$ cat src/rtl/multiplier_iterative_if.sv
// Request/response bundle for the iterative multiplier: operands in, product out.
interface multiplier_iterative_if #(
    parameter int WIDTH = 32
);
    logic               valid_in;
    logic [WIDTH-1:0]   a;
    logic [WIDTH-1:0]   b;
    logic               valid_out;
    logic [2*WIDTH-1:0] r;

    modport master (output valid_in, output a, output b, input valid_out, input r);
    modport slave  (input valid_in, input a, input b, output valid_out, output r);
endinterface

$ cat src/rtl/multiplier_iterative.sv
// Shift-and-add unsigned multiplier, one multiplier bit per clock (MULTIPLIER_ITERATIVE_EARLY_TERM_EN: stop once mplier is exhausted).
// Latency WIDTH cycles from acceptance (early-term: highest set bit of b + 1, minimum 1).
// No backpressure: requests while BUSY are dropped; the product holds until the next accepted request.
module multiplier_iterative #(
    parameter int WIDTH = 32
) (
    input  logic                  clk,
    input  logic                  reset,
    multiplier_iterative_if.slave mul
);
    localparam int CW = $clog2(WIDTH) + 1;

    typedef enum logic [1:0] {IDLE, BUSY, DONE} state_t;

    state_t               state_q, state_d;
    logic [2*WIDTH-1:0]   mcand_q, mcand_d;
    logic [WIDTH-1:0]     mplier_q, mplier_d;
    logic [2*WIDTH-1:0]   acc_q, acc_d;
    logic [CW-1:0]        count_q, count_d;
    logic [2*WIDTH-1:0]   r_q, r_d;
    logic                 valid_out_q, valid_out_d;
    logic [2*WIDTH-1:0]   acc_sum;
    logic                 last;

    always_ff @(posedge clk or posedge reset) begin
        if (reset) begin
            state_q     <= IDLE;
            mcand_q     <= '0;
            mplier_q    <= '0;
            acc_q       <= '0;
            count_q     <= '0;
            r_q         <= '0;
            valid_out_q <= 1'b0;
        end else begin
            state_q     <= state_d;
            mcand_q     <= mcand_d;
            mplier_q    <= mplier_d;
            acc_q       <= acc_d;
            count_q     <= count_d;
            r_q         <= r_d;
            valid_out_q <= valid_out_d;
        end
    end

    always_comb begin
        state_d     = state_q;
        mcand_d     = mcand_q;
        mplier_d    = mplier_q;
        acc_d       = acc_q;
        count_d     = count_q;
        r_d         = r_q;
        valid_out_d = valid_out_q;

        acc_sum = mplier_q[0] ? (acc_q + mcand_q) : acc_q;
`ifdef MULTIPLIER_ITERATIVE_EARLY_TERM_EN
        // Remaining multiplier bits all zero: further iterations cannot change acc.
        last = (count_q == CW'(WIDTH - 1)) || ((mplier_q >> 1) == '0);
`else
        last = (count_q == CW'(WIDTH - 1));
`endif

        case (state_q)
            IDLE, DONE: begin
                if (mul.valid_in) begin
                    mcand_d     = {{WIDTH{1'b0}}, mul.a};
                    mplier_d    = mul.b;
                    acc_d       = '0;
                    count_d     = '0;
                    valid_out_d = 1'b0;
                    state_d     = BUSY;
                end
            end
            BUSY: begin
                acc_d    = acc_sum;
                mcand_d  = mcand_q << 1;
                mplier_d = mplier_q >> 1;
                count_d  = count_q + CW'(1);
                if (last) begin
                    r_d         = acc_sum;
                    valid_out_d = 1'b1;
                    state_d     = DONE;
                end
            end
            default: state_d = IDLE;
        endcase
    end

    assign mul.valid_out = valid_out_q;
    assign mul.r         = r_q;
endmodule

$ cat src/flat_wrapper.sv
// flat-port wrapper written by rule: the top's interface ports become plain ports
module multiplier_iterative_flat 
#(
    parameter int WIDTH = 32
)
  (clk, reset, mul_valid_in, mul_a, mul_b, mul_valid_out, mul_r);
  multiplier_iterative_if #(.WIDTH(WIDTH)) mul_i ();
  input  logic clk;
  input  logic reset;
  input wire logic [$bits(mul_i.valid_in)-1:0] mul_valid_in;
  input wire logic [$bits(mul_i.a)-1:0] mul_a;
  input wire logic [$bits(mul_i.b)-1:0] mul_b;
  output wire logic [$bits(mul_i.valid_out)-1:0] mul_valid_out;
  output wire logic [$bits(mul_i.r)-1:0] mul_r;
  assign mul_i.valid_in = mul_valid_in;
  assign mul_i.a = mul_a;
  assign mul_i.b = mul_b;
  assign mul_valid_out = mul_i.valid_out;
  assign mul_r = mul_i.r;
  multiplier_iterative #(.WIDTH(WIDTH)) u_core (.clk(clk), .reset(reset), .mul(mul_i));
endmodule
$ cat config.mk
export PLATFORM = sky130hd
export DESIGN_NAME = multiplier_iterative_flat
export DESIGN_NICKNAME = d
export VERILOG_FILES = /design/src/rtl/multiplier_iterative_if.sv /design/src/rtl/multiplier_iterative.sv /design/src/flat_wrapper.sv
export SDC_FILE = /design/constraint.sdc
export NUM_CORES = 1
export LEC_CHECK = 0
export ABC_AREA = 1
export BUFFER_PORTS_ARGS = -buffer_cell sky130_fd_sc_hd__buf_4
export CAP_MARGIN = 30
export CORE_MARGIN = 2
export CORE_UTILIZATION = 55
export CTS_BUF_LIST = sky130_fd_sc_hd__clkbuf_16
export DETAILED_ROUTE_END_ITERATION = 6
export GPL_TIMING_DRIVEN = 0
export PLACE_DENSITY_LB_ADDON = 0.12
export SLEW_MARGIN = 10
export SYNTH_ARGS = -nofsm -noshare
export SYNTH_HDL_FRONTEND = slang
export SYNTH_SLANG_ARGS = --single-unit
$ cat constraint.sdc
create_clock -name clk -period 7 [get_ports clk]
set_clock_uncertainty 0.05 [all_clocks]
set_input_delay 1.05 -clock clk [delete_from_list [all_inputs] [get_ports clk]]
set_output_delay 1.05 -clock clk [all_outputs]
set_load 0.02 [all_outputs]
==> key figures <==
Outcome
  • Status: finished, final reports clean

Pwr
  • Total power draw: 10.8 mW
  • Internal: 5.13 mW
  • VDD IR max: 0.337 mV
  • Sw Ratio: 0.527
  • Clock power frac: 0.129
  • Power Density: 600 nW/um2
  • Leak Pwr: 10.3 nW
  • Switch Pwr: 5.72 mW
  • Sequential Power Share: 0.230
  • Comb pwr share: 0.641

Layout
  • Number of diodes: 0
  • Layout cell share with drive strength beyond 1: 0.119
  • Synthesis-to-finish area growth: 15.8%
  • Nets: 2655
  • Final instance area: 18100 um2

Place
  • Final GP Congestion: 0.989
  • Placed Area: 17200 um2
  • Port Buf Inserts: 131
  • Place WS: 3.78 ns
  • Post-DP HPWL: 41.1 mm

Clock tree
  • Post-CTS Hold Buffers: 0
  • Post-CTS setup buffers: 0
  • Worst-path clk slew: 0.06 ns
  • H-tree depth: 1
  • CTS tree: built
  • CTS max path bufs: 3
  • Sink Count: 233
  • Total CTS buffers: 26
  • Clock latency on the worst-skew pair: 0.55 ns
  • CTS-repair resized insts: 0
  • Clock root cell: clkbuf_16

STA
  • Unrepaired setup endpoints after global routing: no
  • Fin Setup TNS: 0 ns
  • Worst Tran Pin Value: 0.839 ns
  • Final Hold Viols: 0
  • Finish-stage setup viols: 0
  • Fin. max-slew vios: 0
  • Fin crit period: 3.07 ns
  • Final worst slack: 3.93 ns
  • Fin crit share: 0.439
  • Max Fclk: 325 MHz
  • Slew margin rel.: 0.441

Logic synthesis
  • Distinct cells, synth: 40
  • Post-synth EDFFs: 0
  • Synth area leaders: dfrtp_1 37%, nand2_1 22%, inv_1 9.4%
  • Number of synthesized register bits: 233
  • Syn nets: 2489
  • Cell area after synthesis: 15600 um2
  • Synth Flop Type: dfrtp_1
  • Syn Inst Count: 2357
  • Area fraction of the dominant cell type after synthesis: 0.374
  • Yosys warns: 0
  • Count leader, synth: nand2_1
  • Synth area leader: dfrtp_1
  • Asr flop ratio synth: 1.00
  • Commonest cells post-synth: 908 x nand2_1, 390 x inv_1, 233 x dfrtp_1
  • Seq/Total Area, Yosys: 0.374
  • Post-synthesis area per instance: 6.62 um2

Route
  • Post-route ant nets: 0
  • Wirelength per Cell: 17.7 um
  • Vias: 15.8k
  • Vias per cell: 5.41
  • DRC viols: 0
  • Drt initial violations: 1505
  • DRT Wirelength: 51.5 mm
  • Pre-antenna DRT Iters: 5

Global routing
  • Vias in the first global route: 14.5k
  • Pin count of the biggest net entering global routing: 40
  • Antenna violations before repair: 1
  • GRT Total Usage: 0.347
  • First-pass GRT wire length: 78.3 mm
  • GR Overflow Total: 0

Setup path
  • Top cell by count, worst path: nand2_1
  • CP Class: register to register
  • Setup crit end kind: register
  • CP Buf/Inv Count: 0
  • Arrival time at the worst endpoint: 3.46 ns
  • Slowest stage delay, CP: 0.68 ns
  • Cell Chain, Critical Path: ha_1 > nand2_1 > nor2_1 > nand2_1 > nor4_1 > nand2_1 > nand3_1 > nand3_2 > nand3_1 > nand2_1
  • Crit-path max FO: 5
  • Startpoint types: register
  • Critical path's top delay family: simple AND/OR/NAND/NOR gates
  • Critical path required time: 7.39 ns
  • CP max-delay cell: nor4_1

Worst hold path
  • Hold/Removal Path Class: register to register

Floorplan
  • I/O Pins: 132
  • Row cnt: 61
  • Die Wd: 172 um
  • Initial Util: 0.560
  • Die area: 29700 um2
  • Core Area: 27900 um2
  • Die height: 172 um

Run
  • Max-cap violation count: 0
-- cell type report --
type | instances | area [um2]
clock buffer | 26 | 651
sequential | 233 | 5830
clock inverter | 19 | 214
buffer | 68 | 318
inverter | 397 | 1490
fill | 2562 | 9790
timing repair buffer | 138 | 1120
multi-input combinational | 1659 | 7970
tap | 378 | 473
-- cells by family (layout without fill, tap and decap cells) --
group | count (synthesis) | in the layout | synth area share
AOI/OAI and AO/OA | 210 | 210 | 0.0785
buffers and inverters | 465 | 648 | 0.116
and+or+nand+nor | 1354 | 1354 | 0.363
DFF | 233 | 233 | 0.374
xor gates and xnor gates | 30 | 30 | 0.0168
adders and majority gates | 65 | 65 | 0.0526
-- registers in the layout, summed over array words and instances (netlist names) --
name / flops
u_core.acc_q: 64
u_core.count_q: 6
u_core.mcand_q: 64
u_core.mplier_q: 32
u_core.mul.r: 64
u_core.mul.valid_out: 1
u_core.state_q: 2
-- routing by layer --
metal  routed length [um]  vias to the layer above  global-route usage
met5                    0                        -                   0
li1                     -                     7631                   -
met3                 3970                      109              0.0483
met1                24000                     7438               0.511
met2                21500                      602               0.522
met4                 1960                        0               0.119
-- metrics by stage --
stage	util	cells	hold slack, ns
final	0.649	2918	0.428
after global routing	0.649	2918	0.445
after CTS	0.649	2918	0.433
after detailed placement	0.618	2873	0.418
after global placement	0.613	2866	0.414
after floorplan	-	2357	0.409
-- worst paths after layout --
check                                            to          startpoint  slack [ns]  depth (start not counted)
worst min-delay path               u_core.mul.r[39]    u_core.mul.r[39]        0.43                          2
max in group asynchronous        u_core.mcand_q[44]               reset        5.13                          5
worst min register to register     u_core.mul.r[39]    u_core.mul.r[39]        0.43                          2
worst max-delay path               u_core.mul.r[60]  u_core.mcand_q[52]        3.93                         10
min in group asynchronous       u_core.mplier_q[19]               reset        0.58                          2
worst max register to register     u_core.mul.r[60]  u_core.mcand_q[52]        3.93                         10
-- power groups by stage --
stage | sequential, mW | combinational (mW) | clock (mW)
6_report | 2.49 | 6.95 | 1.40
5_1_grt | 2.55 | 7.70 | 1.46
4_1_cts | 2.47 | 6.83 | 1.41
3_5_place_dp | 2.48 | 6.79 | 0
3_3_place_gp | 2.45 | 6.61 | 0
2_1_floorplan | 2.55 | 4.61 | 0
-- worst reg2reg max path, delay by kind of cell (launching register included) --
kind | cells | cell delay, ns
AND/OR/NAND/NOR | 9 | 2.04
adder cells (fa/ha/maj) | 1 | 0.47
flip-flops | 1 | 0.41
-- cell usage in the layout, fill, tap and decap left out, drive strengths merged, types with 4 or more instances in the layout --
| master | instances |
|---|---|
| inv | 402 |
| nand4 | 9 |
| nor3 | 13 |
| xnor2 | 16 |
| o22ai | 71 |
| ha | 64 |
| o221ai | 7 |
| clkbuf | 58 |
| a21oi | 53 |
| nor2 | 172 |
| buf | 174 |
| nand3 | 193 |
| o21ai | 58 |
| o211ai | 15 |
| or2 | 33 |
| xor2 | 14 |
| dfrtp | 233 |
| bufinv | 4 |
| clkinv | 8 |
| nand2 | 930 |
Note: power is estimated with default switching activity, not from simulation.
